**src/rtl/scr1_memif.sv**
```systemverilog
// Shared DMEM/IMEM interface types: command, width, response encodings and
// router port identifiers with their default region constants.
package scr1_memif;

   localparam int unsigned SCR1_DMEM_AWIDTH = 32;
   localparam int unsigned SCR1_DMEM_DWIDTH = 32;

   typedef enum logic {
      SCR1_MEM_CMD_RD = 1'b0,
      SCR1_MEM_CMD_WR = 1'b1
   } type_scr1_mem_cmd_e;

   typedef enum logic [1:0] {
      SCR1_MEM_WIDTH_BYTE  = 2'b00,
      SCR1_MEM_WIDTH_HWORD = 2'b01,
      SCR1_MEM_WIDTH_WORD  = 2'b10,
      SCR1_MEM_WIDTH_ERROR = 2'b11
   } type_scr1_mem_width_e;

   typedef enum logic [1:0] {
      SCR1_MEM_RESP_NOTRDY = 2'b00,
      SCR1_MEM_RESP_RDY_OK = 2'b01,
      SCR1_MEM_RESP_RDY_ER = 2'b10
   } type_scr1_mem_resp_e;

   typedef enum logic [1:0] {
      SCR1_DMEM_PORT0     = 2'b00,
      SCR1_DMEM_PORT1     = 2'b01,
      SCR1_DMEM_PORT_HOLE = 2'b10
   } type_scr1_dmem_port_e;

   localparam logic [SCR1_DMEM_AWIDTH-1:0] SCR1_DMEM_PORT0_MASK_DFLT    = 32'hFFFF_0000;
   localparam logic [SCR1_DMEM_AWIDTH-1:0] SCR1_DMEM_PORT0_PATTERN_DFLT = 32'h0048_0000;
   localparam logic [SCR1_DMEM_AWIDTH-1:0] SCR1_DMEM_PORT1_MASK_DFLT    = 32'h0000_0000;
   localparam logic [SCR1_DMEM_AWIDTH-1:0] SCR1_DMEM_PORT1_PATTERN_DFLT = 32'h0000_0000;

endpackage : scr1_memif

```
**src/rtl/scr1_dmem_port_decode.sv**
```systemverilog
// Address-to-port decoder: port 0 region wins over port 1; anything else is a hole.
module scr1_dmem_port_decode
   import scr1_memif::*;
#(
   parameter logic [SCR1_DMEM_AWIDTH-1:0] SCR1_PORT0_ADDR_MASK    = SCR1_DMEM_PORT0_MASK_DFLT,
   parameter logic [SCR1_DMEM_AWIDTH-1:0] SCR1_PORT0_ADDR_PATTERN = SCR1_DMEM_PORT0_PATTERN_DFLT,
   parameter logic [SCR1_DMEM_AWIDTH-1:0] SCR1_PORT1_ADDR_MASK    = SCR1_DMEM_PORT1_MASK_DFLT,
   parameter logic [SCR1_DMEM_AWIDTH-1:0] SCR1_PORT1_ADDR_PATTERN = SCR1_DMEM_PORT1_PATTERN_DFLT
) (
   input  logic [SCR1_DMEM_AWIDTH-1:0] addr_i,
   output type_scr1_dmem_port_e        port_o
);

   always_comb begin
      port_o = SCR1_DMEM_PORT_HOLE;
      if ((addr_i & SCR1_PORT0_ADDR_MASK) == SCR1_PORT0_ADDR_PATTERN) begin
         port_o = SCR1_DMEM_PORT0;
      end else if ((addr_i & SCR1_PORT1_ADDR_MASK) == SCR1_PORT1_ADDR_PATTERN) begin
         port_o = SCR1_DMEM_PORT1;
      end
   end

endmodule : scr1_dmem_port_decode

```
**src/rtl/scr1_dmem_port_router.sv**
```systemverilog
// Routes the LSU DMEM master to TCM (port 0) or external (port 1) by address,
// tracking one outstanding transaction; unmapped addresses get a local error.
module scr1_dmem_port_router
   import scr1_memif::*;
#(
   parameter logic [SCR1_DMEM_AWIDTH-1:0] SCR1_PORT0_ADDR_MASK    = SCR1_DMEM_PORT0_MASK_DFLT,
   parameter logic [SCR1_DMEM_AWIDTH-1:0] SCR1_PORT0_ADDR_PATTERN = SCR1_DMEM_PORT0_PATTERN_DFLT,
   parameter logic [SCR1_DMEM_AWIDTH-1:0] SCR1_PORT1_ADDR_MASK    = SCR1_DMEM_PORT1_MASK_DFLT,
   parameter logic [SCR1_DMEM_AWIDTH-1:0] SCR1_PORT1_ADDR_PATTERN = SCR1_DMEM_PORT1_PATTERN_DFLT
) (
   input  logic                        clk,
   input  logic                        rst_n,
   input  logic                        lsu2dmem_req_i,
   input  type_scr1_mem_cmd_e          lsu2dmem_cmd_i,
   input  type_scr1_mem_width_e        lsu2dmem_width_i,
   input  logic [SCR1_DMEM_AWIDTH-1:0] lsu2dmem_addr_i,
   input  logic [SCR1_DMEM_DWIDTH-1:0] lsu2dmem_wdata_i,
   output logic                        dmem2lsu_req_ack_o,
   output logic [SCR1_DMEM_DWIDTH-1:0] dmem2lsu_rdata_o,
   output type_scr1_mem_resp_e         dmem2lsu_resp_o,
   output logic                        port0_req_o,
   output type_scr1_mem_cmd_e          port0_cmd_o,
   output type_scr1_mem_width_e        port0_width_o,
   output logic [SCR1_DMEM_AWIDTH-1:0] port0_addr_o,
   output logic [SCR1_DMEM_DWIDTH-1:0] port0_wdata_o,
   input  logic                        port0_req_ack_i,
   input  logic [SCR1_DMEM_DWIDTH-1:0] port0_rdata_i,
   input  type_scr1_mem_resp_e         port0_resp_i,
   output logic                        port1_req_o,
   output type_scr1_mem_cmd_e          port1_cmd_o,
   output type_scr1_mem_width_e        port1_width_o,
   output logic [SCR1_DMEM_AWIDTH-1:0] port1_addr_o,
   output logic [SCR1_DMEM_DWIDTH-1:0] port1_wdata_o,
   input  logic                        port1_req_ack_i,
   input  logic [SCR1_DMEM_DWIDTH-1:0] port1_rdata_i,
   input  type_scr1_mem_resp_e         port1_resp_i
);

   typedef enum logic [1:0] {
      ST_IDLE = 2'b00,
      ST_WAIT = 2'b01,
      ST_ERR  = 2'b10
   } state_e;

   state_e               state_q, state_d;
   type_scr1_dmem_port_e port_q, port_d;
   type_scr1_dmem_port_e sel;
   logic                 ack;

   scr1_dmem_port_decode #(
      .SCR1_PORT0_ADDR_MASK    (SCR1_PORT0_ADDR_MASK),
      .SCR1_PORT0_ADDR_PATTERN (SCR1_PORT0_ADDR_PATTERN),
      .SCR1_PORT1_ADDR_MASK    (SCR1_PORT1_ADDR_MASK),
      .SCR1_PORT1_ADDR_PATTERN (SCR1_PORT1_ADDR_PATTERN)
   ) i_decode (
      .addr_i (lsu2dmem_addr_i),
      .port_o (sel)
   );

   // Command fields go to both slaves; only the req strobe is steered.
   assign port0_cmd_o   = lsu2dmem_cmd_i;
   assign port0_width_o = lsu2dmem_width_i;
   assign port0_addr_o  = lsu2dmem_addr_i;
   assign port0_wdata_o = lsu2dmem_wdata_i;
   assign port1_cmd_o   = lsu2dmem_cmd_i;
   assign port1_width_o = lsu2dmem_width_i;
   assign port1_addr_o  = lsu2dmem_addr_i;
   assign port1_wdata_o = lsu2dmem_wdata_i;

   always_ff @(posedge clk or negedge rst_n) begin
      if (!rst_n) begin
         state_q <= ST_IDLE;
         port_q  <= SCR1_DMEM_PORT0;
      end else begin
         state_q <= state_d;
         port_q  <= port_d;
      end
   end

   always_comb begin
      state_d            = state_q;
      port_d             = port_q;
      ack                = 1'b0;
      port0_req_o        = 1'b0;
      port1_req_o        = 1'b0;
      dmem2lsu_resp_o    = SCR1_MEM_RESP_NOTRDY;
      dmem2lsu_rdata_o   = '0;
      case (state_q)
         ST_IDLE: begin
            port0_req_o = lsu2dmem_req_i & (sel == SCR1_DMEM_PORT0);
            port1_req_o = lsu2dmem_req_i & (sel == SCR1_DMEM_PORT1);
            case (sel)
               SCR1_DMEM_PORT0: ack = port0_req_ack_i;
               SCR1_DMEM_PORT1: ack = port1_req_ack_i;
               default:         ack = 1'b1;
            endcase
            if (lsu2dmem_req_i && ack) begin
               if (sel == SCR1_DMEM_PORT_HOLE) begin
                  state_d = ST_ERR;
               end else begin
                  state_d = ST_WAIT;
                  port_d  = sel;
               end
            end
         end
         ST_WAIT: begin
            if (port_q == SCR1_DMEM_PORT1) begin
               dmem2lsu_resp_o  = port1_resp_i;
               dmem2lsu_rdata_o = port1_rdata_i;
            end else begin
               dmem2lsu_resp_o  = port0_resp_i;
               dmem2lsu_rdata_o = port0_rdata_i;
            end
            if (dmem2lsu_resp_o == SCR1_MEM_RESP_RDY_OK || dmem2lsu_resp_o == SCR1_MEM_RESP_RDY_ER) begin
               state_d = ST_IDLE;
            end
         end
         ST_ERR: begin
            dmem2lsu_resp_o = SCR1_MEM_RESP_RDY_ER;
            state_d         = ST_IDLE;
         end
         default: state_d = ST_IDLE;
      endcase
      dmem2lsu_req_ack_o = ack;
   end

`ifndef SYNTHESIS
   a_no_x: assert property (@(posedge clk) disable iff (!rst_n)
      lsu2dmem_req_i |-> !$isunknown({port0_req_o, port1_req_o, dmem2lsu_req_ack_o, dmem2lsu_resp_o}));
   a_onehot_req: assert property (@(posedge clk) disable iff (!rst_n)
      $onehot0({port0_req_o, port1_req_o}));
   a_port_stable: assert property (@(posedge clk) disable iff (!rst_n)
      (state_q == ST_WAIT && state_d == ST_WAIT) |=> $stable(port_q));
   // Responses seen while idle belong to no transaction and are dropped.
   a_idle_resp: assert property (@(posedge clk) disable iff (!rst_n)
      (state_q == ST_IDLE) |-> (port0_resp_i == SCR1_MEM_RESP_NOTRDY && port1_resp_i == SCR1_MEM_RESP_NOTRDY))
      else $warning("stray port response dropped while idle");
`endif

endmodule : scr1_dmem_port_router

```
**config.mk**
```make
export PLATFORM = sky130hd
export DESIGN_NAME = scr1_dmem_port_router
export DESIGN_NICKNAME = d
export VERILOG_FILES = /design/src/rtl/scr1_memif.sv /design/src/rtl/scr1_dmem_port_decode.sv /design/src/rtl/scr1_dmem_port_router.sv
export SDC_FILE = /design/constraint.sdc
export NUM_CORES = 1
export LEC_CHECK = 0
export CORE_AREA = 5 5 117 119
export DETAILED_ROUTE_END_ITERATION = 12
export DIE_AREA = 0 0 122 124
export PLACE_DENSITY = 0.61
export SLEW_MARGIN = 25
export SYNTH_ARGS = -nofsm -noshare
export SYNTH_HDL_FRONTEND = slang
export SYNTH_SLANG_ARGS = --single-unit
```
**constraint.sdc**
```tcl
create_clock -name clk -period 1.41 [get_ports clk]
set_input_delay 0.282 -clock clk [delete_from_list [all_inputs] [get_ports clk]]
set_output_delay 0.282 -clock clk [all_outputs]
set_load 0.005 [all_outputs]
```
==> impl_metrics.json, run 1 <==
{
  "dieArea_sq_um": 15100,
  "worst_slack_ns": -0.298,
  "seq_power_share_pct": 5.3,
  "synth_simple_gate_area_share_pct": 12.1,
  "p_per_area_nw_per_um2": 445,
  "fill_cells": 1374,
  "fp.coreArea_sq_um": 12500,
  "drt-total-wl_um": 6900,
  "die_h_um": 124,
  "yosysWarningCount": 0,
  "n_antenna_cell": 0,
  "crit_type": "in -> out",
  "path_clk_slew_ns": 0.03,
  "synth_top_family_by_area": "buffers and inverters",
  "portBuffers": 157,
  "finalInstanceArea_sq_um": 2780,
  "layout-drive-gt1-share_pct": 36.3,
  "hp-class": "in -> async",
  "routedWlPerCell_um": 15.0,
  "worst_setup_path_end_kind": "primary output",
  "synthCells": 232,
  "path_buf_inv": 3,
  "root_buffer": "clkbuf_16",
  "regToRegSetupSlack_ns": 0.30,
  "cts_buffer_depth": 2,
  "crit_path_start": "lsu2dmem_addr_i[18]",
  "ant_nets": 0,
  "path_max_fanout": 2,
  "finalSetupViolCount": 38,
  "synthAdderAreaFrac_pct": 0,
  "crit_family": "simple AND/OR/NAND/NOR gates",
  "route.vias.total": 1560,
  "grt_pass1_wl_um": 9430,
  "max_stage_delay_ns": 0.27,
  "syn_avg_cell_area_sq_um": 7.33,
  "gp_congestion": 0.782,
  "path_common_cell": "buf_6",
  "synthToLayoutAreaGrowth_pct": 63.2,
  "cts-htree-levels": 1,
  "grt_overflow": 0,
  "reg2regPathDepth": 4,
  "p_clk_share_pct": 36.1,
  "period_share_pct": 121,
  "antenna_found_initial": 0,
  "dpl_cell_area_sq_um": 2640,
  "track_usage_pct": 8.04,
  "initial_core_util_pct": 13.7,
  "path_cells": "buf_6 > nor4b_4 > and4_4 > buf_6 > mux2i_4 > nor2_1 > buf_2",
  "total_power_w": 0.00123,
  "synth_area_sq_um": 1700,
  "rsz0062_at_grt": "true",
  "ios": 311,
  "fin_setup_tns_ns": -5.36,
  "ys_top_cells_by_area": "buf_4, mux2i_1, nor2_1, dfrtp_1, nor4b_2",
  "clock_sinks": 2,
  "slowest_stage": "nor4b_4",
  "row_count": 41,
  "grt_pass1_vias": 1678,
  "clock_skew_ns": 0.00151,
  "ys_seq_area_share_pct": 2.94,
  "viasPerCell": 3.38,
  "drv_cap": 0,
  "drt-pass1-iter-count": 4,
  "violations": "negative setup slack",
  "cts_tree": "built",
  "synth_compound_area_share_pct": 1.62,
  "dpl_worst_slack_ns": -1.04,
  "slew_headroom_pct": 86.4,
  "tightest_slew_ns": 0.203,
  "vdd_drop_max_mv": 0.320,
  "r2r-start": "port_q[0]",
  "grt_max_degree": 27,
  "synth_fp_nets": 372,
  "synth.top_cell.area_share_pct": 60.0,
  "crit_arrival_ns": 1.43,
  "required_ns": 1.13,
  "worstSkewPairLatency_ns": 0.22,
  "reg2reg_to": "state_q[0]",
  "die_width_um": 122,
  "synth_xor_area_share_pct": 1.03,
  "slew_viol_final": 0,
  "comb_power_share_pct": 58.6,
  "power_leakage_nw": 1.43,
  "dp_hpwl_um": 5500,
  "fin_util_pct": 22.3,
  "yosys-mux-area-fraction_pct": 20.6,
  "cts_buffers": 3,
  "hold_viol_final": 0,
  "p_switching_w": 0.000335,
  "cp-start-kind": "input pin",
  "ys_types": 18,
  "synth-seq-cells": 2,
  "status": "finished, violations left",
  "drc": 0,
  "clock.fmax_mhz": 585,
  "p_int_w": 0.000899,
  "p_sw_share_pct": 27.2,
  "fin_nets": 430,
  "synth_top_cell_by_area": "buf_4",
  "fin_crit_ns": 1.71,
  "drt-initial-drc-count": 27
}
metal layers:
metal / part of all wire [%] / vias to the layer above / global-route usage [%]
li1: - / 721 / -
met1: 28 / 690 / 6.61
met2: 55 / 100 / 15.9
met3: 11 / 49 / 2.41
met4: 5.6 / 0 / 6.09
met5: 0 / - / 0
final cells by class:
class / instances / area [sq um] / share of cell area [%]
Timing Repair Buffer: 195 / 1750 / 63.1
Multi-Input combinational cell: 87 / 674 / 24.3
Tap cell: 172 / 215 / 7.75
Clock buffer: 4 / 78.8 / 2.84
Sequential cell: 2 / 51.3 / 1.85
Inverter: 1 / 3.75 / 0.135
through the flow:
| step | hold slack, ns | std cells |
|---|---|---|
| after global placement | 0.459 | 442 |
| after CTS | 0.226 | 457 |
| after detailed placement | 0.459 | 442 |
| after floorplan | -0.0136 | 232 |
| after global routing | 0.232 | 461 |
| final | 0.228 | 461 |
cell families (layout without fill, tap and decap cells):
logic type / count (synthesis) / after routing
simple gates: 45 / 45
buf+inv: 143 / 200
flops: 2 / 2
xor+xnor: 2 / 2
compound gates: 5 / 5
mux: 35 / 35
synthesized netlist by cell type, drive strengths merged:
library cell    n
mux2i          35
o21ai           2
and4            1
nor4            2
a21oi           1
nand2           2
inv             1
and3            1
dfrtp           2
nor2           37
xnor2           1
a31oi           1
o22ai           1
clkbuf          4
xor2            1
buf           138
nor4b           2
worst reg2reg max path: cells and delay by family, from the launching register on:
kind / cells / cell delay (ns)
AO/OA/AOI/OAI: 2 / 0.25
flip-flops: 1 / 0.43
buffers and inverters: 2 / 0.29
cells in the final DEF, fill, tap and decap left out, drive strengths merged:
cell / n
a21oi: 1
a31oi: 1
and3: 1
and4: 1
buf: 90
clkbuf: 4
clkdlybuf4s15: 1
clkdlybuf4s50: 102
dfrtp: 2
dlymetal6s2s: 2
inv: 1
mux2i: 35
nand2: 2
nor2: 37
nor4: 2
nor4b: 2
o21ai: 2
o22ai: 1
xnor2: 1
xor2: 1
power groups by stage:
stage          sequential [W]  combinational, W  clock (W)
6_report            0.0000656          0.000724   0.000445
5_1_grt             0.0000664          0.000784   0.000457
4_1_cts             0.0000648          0.000727   0.000451
3_5_place_dp        0.0000652          0.000810          0
3_3_place_gp        0.0000651          0.000803          0
2_1_floorplan       0.0000651          0.000458          0
worst max path at each step:
| stage | endpoint | slack, ns | cells after the start |
|---|---|---|---|
| after floorplan | dmem2lsu_req_ack_o | 0.06 | 4 |
| after global placement | dmem2lsu_req_ack_o | -1.00 | 6 |
| after detailed placement | dmem2lsu_req_ack_o | -1.04 | 6 |
| after CTS | dmem2lsu_req_ack_o | -0.28 | 7 |
| after global routing | dmem2lsu_req_ack_o | -0.36 | 7 |
| final | dmem2lsu_req_ack_o | -0.30 | 7 |
registers in the layout, indices dropped and copies added, names as in the netlist:
signal	cells
port_q	1
state_q	1
what timing repair did:
action | in CTS | in global routing
resized for setup | 240 | 13
endpoints found under the setup margin | 70 | 40
setup buffers | 8 | 7
hold endpoints to repair | 0 | 0
hold buffers | 0 | 0
pin swaps | 18 | 19
gates cloned | 3 | 0
(Power assumes the default switching activity.)
==> inputs of run 2 (changes only) <==
CELL_PAD_IN_SITES_DETAIL_PLACEMENT = 1   (was not set)
CELL_PAD_IN_SITES_GLOBAL_PLACEMENT = 1   (was not set)
CORE_AREA = not set   (was 5 5 117 119)
CORE_MARGIN = 5   (was not set)
CORE_UTILIZATION = 11   (was not set)
DIE_AREA = not set   (was 0 0 122 124)
PLACE_DENSITY = 0.82   (was 0.61)
==> run 2 against run 1 <==
  * The flow still finishes with violations (negative setup slack)
  * Power increased by 2.3%
  * Via count increased by 2.3%
  * Sequential cell count unchanged
  * Clock-buffer cell count unchanged
  * Fmax increased by 0.74%
  * Setup slack improved by 0.013 ns
==> impl_metrics.json, run 2 (synthesized netlist as in run 1, its figures left out) <==
{
  "path_clk_slew_ns": 0.03,
  "cp-start-kind": "flip-flop",
  "cts_buffer_depth": 2,
  "root_buffer": "clkbuf_16",
  "cts-htree-levels": 1,
  "drv_cap": 0,
  "initial_core_util_pct": 11.2,
  "die_width_um": 134,
  "dpl_worst_slack_ns": -1.13,
  "drc": 0,
  "ios": 311,
  "power_leakage_nw": 1.46,
  "drt-total-wl_um": 7970,
  "dieArea_sq_um": 18100,
  "path_common_cell": "buf_12",
  "crit_family": "buffers and inverters",
  "placed_cells": 462,
  "worstSkewPairLatency_ns": 0.22,
  "p_int_w": 0.000917,
  "gp_congestion": 0.766,
  "comb_power_share_pct": 59.5,
  "dp_hpwl_um": 6390,
  "required_ns": 1.13,
  "instances_no_fill": 478,
  "vdd_drop_max_mv": 0.276,
  "row_count": 45,
  "slew_viol_final": 0,
  "drt-initial-drc-count": 39,
  "status": "finished, violations left",
  "p_sw_share_pct": 27.4,
  "worst_setup_path_end_kind": "primary output",
  "viasPerCell": 3.34,
  "clock.fmax_mhz": 590,
  "p_switching_w": 0.000347,
  "top_regs": "port_q (1), state_q (1)",
  "grt_max_degree": 20,
  "path_buf_inv": 4,
  "path_cells": "buf_12 > buf_12 > buf_12 > mux2i_2 > nor2_1 > buf_2",
  "seq_power_share_pct": 5.1,
  "n_antenna_cell": 0,
  "tightest_slew_ns": 0.262,
  "period_share_pct": 120,
  "layout_common_cells": "clkdlybuf4s50_1, buf_2, nor2_1",
  "crit_type": "reg -> out",
  "violations": "negative setup slack",
  "max_stage_delay_ns": 0.42,
  "crit_arrival_ns": 1.41,
  "fp.coreArea_sq_um": 15200,
  "die_h_um": 134,
  "fin_crit_ns": 1.70,
  "clock_skew_ns": 0.00497,
  "layout-drive-gt1-share_pct": 36.2,
  "rsz0062_at_grt": "true",
  "grt_pass1_wl_um": 11500,
  "slowest_stage": "dfrtp_2",
  "p_per_area_nw_per_um2": 443,
  "grt_pass1_vias": 1909,
  "worst_slack_ns": -0.286,
  "slew_headroom_pct": 82.5,
  "ant_nets": 0,
  "hold_viol_final": 0,
  "cts_tree": "built",
  "path_max_fanout": 5,
  "antenna_found_initial": 0,
  "mostFrequentLayoutCell": "clkdlybuf4s50_1",
  "synthToLayoutAreaGrowth_pct": 67.5,
  "route.vias.total": 1596,
  "hp-class": "in -> async",
  "clock_sinks": 2,
  "grt_overflow": 0,
  "drt-pass1-iter-count": 4,
  "cts_buffers": 3,
  "routedWlPerCell_um": 16.7,
  "finalSetupViolCount": 37,
  "fin_nets": 431,
  "portBuffers": 157,
  "p_clk_share_pct": 35.4,
  "track_usage_pct": 8.22
}
[run 2: layout make-up]
| type | instances | area, sq um |
|---|---|---|
| fillers | 1806 | 12400 |
| repair buffers | 196 | 1830 |
| multi-input cells | 87 | 656 |
| well taps | 188 | 235 |
| clock buffers | 4 | 78.8 |
| flip-flops and latches | 2 | 51.3 |
| inverters | 1 | 3.75 |
[run 2: worst paths after layout]
kind	end	depth (start not counted)	from	slack, ns
max in group asynchronous	port_q[0]	1	rst_n	1.05
worst max register to register	port_q[0]	5	port_q[0]	0.17
worst min-delay path	port_q[0]	1	rst_n	0.22
worst max-delay path	dmem2lsu_rdata_o[4]	6	port_q[0]	-0.29
min in group clk	port0_wdata_o[26]	0	lsu2dmem_wdata_i[26]	0.56
worst min register to register	port_q[0]	3	state_q[0]	0.67
[run 2: timing repair]
item / CTS / global route
pin swaps: 19 / 20
endpoints found under the setup margin: 71 / 38
buffers inserted: 8 / 1
hold buffers: 0 / 0
gates resized for setup: 240 / 9
gates cloned: 4 / 0
[run 2: power by group through the flow]
stage	Clock [W]	Sequential, W	Combinational, W
final	0.000447	0.0000645	0.000752
after global routing	0.000467	0.0000649	0.000814
after CTS	0.000452	0.0000648	0.000761
after detailed placement	0	0.0000652	0.000852
after global placement	0	0.0000650	0.000828
after floorplan	0	0.0000651	0.000458
[run 2: stage by stage]
step / TNS (ns) / total power, W / utilization, % / hold WS (ns) / instance area [sq um]
floorplan: 0 / 0.000523 / - / -0.0136 / 1700
global placement: -20.70 / 0.000893 / 17.9 / 0.456 / 2720
detailed placement: -22.74 / 0.000917 / 17.9 / 0.458 / 2720
CTS: -8.22 / 0.00128 / 18.7 / 0.223 / 2850
global route: -9.74 / 0.00135 / 18.7 / 0.234 / 2850
finish: -7.13 / 0.00126 / 18.7 / 0.224 / 2850
[run 2: metal layers]
metal | track usage, % | share of wire, % | wire length (um) | up-vias
li1 | - | - | - | 729
met1 | 7.52 | 32 | 2530 | 713
met2 | 15.1 | 53 | 4260 | 105
met3 | 3.53 | 11 | 841 | 49
met4 | 4.81 | 4.4 | 347 | 0
met5 | 0 | 0 | 0 | -
==> inputs of run 3 (changes only) <==
RECOVER_POWER = 25   (was not set)
==> run 3 against run 2 <==
  * The run still ends with negative setup slack left
  * Sequential cell count unchanged
  * Fmax did not move
  * Setup slack did not move
  * Hold slack gained 0.069 ns
  * Final cell count did not move
  * Clock skew unchanged
  * Combinational power about the same
  * Power about the same
  * Largest cell class unchanged
  * Highest routed layer unchanged
==> impl_metrics.json, run 3 (synthesized netlist as in run 1, its figures left out) <==
{
  "synthToLayoutAreaGrowth_pct": 67.5,
  "root_buffer": "clkbuf_16",
  "fin_setup_tns_ns": -7.13,
  "r2r-start": "port_q[0]",
  "status": "finished, violations left",
  "crit_arrival_ns": 1.41,
  "worst_setup_path_end_kind": "primary output",
  "dpl_worst_slack_ns": -1.13,
  "drv_cap": 0,
  "routedWlPerCell_um": 16.7,
  "antenna_found_initial": 0,
  "critical_path.endpoint": "dmem2lsu_rdata_o[4]",
  "crit_type": "reg -> out",
  "layout-drive-gt1-share_pct": 36.2,
  "cts-htree-levels": 1,
  "tightest_slew_ns": 0.262,
  "fin_crit_ns": 1.70,
  "hp-class": "in -> async",
  "clock_sinks": 2,
  "placed_cells": 462,
  "regToRegSetupSlack_ns": 0.17,
  "crit_path_start": "port_q[0]",
  "p_per_area_nw_per_um2": 443,
  "initial_core_util_pct": 11.2,
  "die_h_um": 134,
  "path_clk_slew_ns": 0.03,
  "violations": "negative setup slack",
  "portBuffers": 157,
  "route.vias.total": 1596,
  "total_power_w": 0.00126,
  "required_ns": 1.13,
  "cts_buffer_depth": 2,
  "grt_pass1_vias": 1909,
  "viasPerCell": 3.34,
  "worstSkewPairLatency_ns": 0.22,
  "top_regs": "port_q (1), state_q (1)",
  "power_leakage_nw": 1.46,
  "grt_pass1_wl_um": 11500,
  "hold_viol_final": 0,
  "rsz0062_at_grt": "true",
  "grt_overflow": 0,
  "instances_no_fill": 478,
  "slew_headroom_pct": 82.5,
  "cp-start-kind": "flip-flop",
  "dp_hpwl_um": 6390,
  "gp_congestion": 0.766,
  "drt-pass1-iter-count": 4,
  "drt-initial-drc-count": 39,
  "layout_common_cells": "clkdlybuf4s50_1, buf_2, nor2_1",
  "reg2reg_to": "port_q[0]",
  "drc": 0,
  "drt-total-wl_um": 7970,
  "row_count": 45,
  "grt_max_degree": 20,
  "cts_tree": "built",
  "die_width_um": 134,
  "vdd_drop_max_mv": 0.276,
  "reg2regPathDepth": 5,
  "period_share_pct": 120,
  "mostFrequentLayoutCell": "clkdlybuf4s50_1",
  "track_usage_pct": 8.22,
  "clock.fmax_mhz": 590,
  "n_antenna_cell": 0,
  "worst_slack_ns": -0.286,
  "finalSetupViolCount": 37,
  "slew_viol_final": 0,
  "clock_skew_ns": 0.00497,
  "ios": 311,
  "ant_nets": 0,
  "fin_util_pct": 18.7,
  "fin_nets": 431,
  "dieArea_sq_um": 18100,
  "fp.coreArea_sq_um": 15200,
  "cts_buffers": 3,
  "path_max_fanout": 5
}
## run 3: through the flow
step / cell area [sq um] / hold WS (ns)
floorplan: 1700 / -0.0136
detailed placement: 2720 / 0.458
global placement: 2720 / 0.456
CTS: 2850 / 0.223
global route: 2850 / 0.304
finish: 2850 / 0.293
## run 3: final cells by class
class	instances	area, sq um
Timing Repair Buffer	196	1830
Tap cell	188	235
Sequential cell	2	51.3
Clock buffer	4	78.8
Multi-Input combinational cell	87	656
Inverter	1	3.75
Fill cell	1806	12400
## run 3: report_power, final
group	switching [W]	internal (W)	leakage, nW
logic	0.000270	0.000481	1.40
registers	0.00000236	0.0000622	0.0211
clock network	0.0000741	0.000373	0.0382
total	0.000347	0.000916	1.46
## run 3: critical path, stage by stage, from the launching register on
cell	delay, ns
dfrtp_2	0.42
buf_12	0.14
buf_12	0.13
buf_12	0.14
mux2i_2	0.18
nor2_1	0.05
buf_2	0.12
## run 3: how the worst min path moves through the flow
| stage | endpoint | slack (ns) | startpoint | cells after the start |
|---|---|---|---|---|
| finish | port_q[0] | 0.29 | rst_n | 1 |
| global route | port_q[0] | 0.30 | rst_n | 1 |
| CTS | port_q[0] | 0.22 | rst_n | 1 |
| detailed placement | state_q[0] | 0.46 | rst_n | 1 |
| global placement | state_q[0] | 0.46 | rst_n | 1 |
| floorplan | port_q[0] | -0.01 | rst_n | 0 |
## run 3: what timing repair did
action / CTS / global route
setup endpoints to repair: 71 / 38
setup buffers: 8 / 1
hold buffers: 0 / 0
cloned: 4 / 0
gates resized for setup: 240 / 9
pin swaps: 19 / 20
## run 3: metal layers
metal  vias up  GRT usage [%]  share of wire [%]
li1        729              -                  -
met1       713           7.52                 32
met4         0           4.81                4.4
met5         -              0                  0
met3        49           3.53                 11
met2       105           15.1                 53
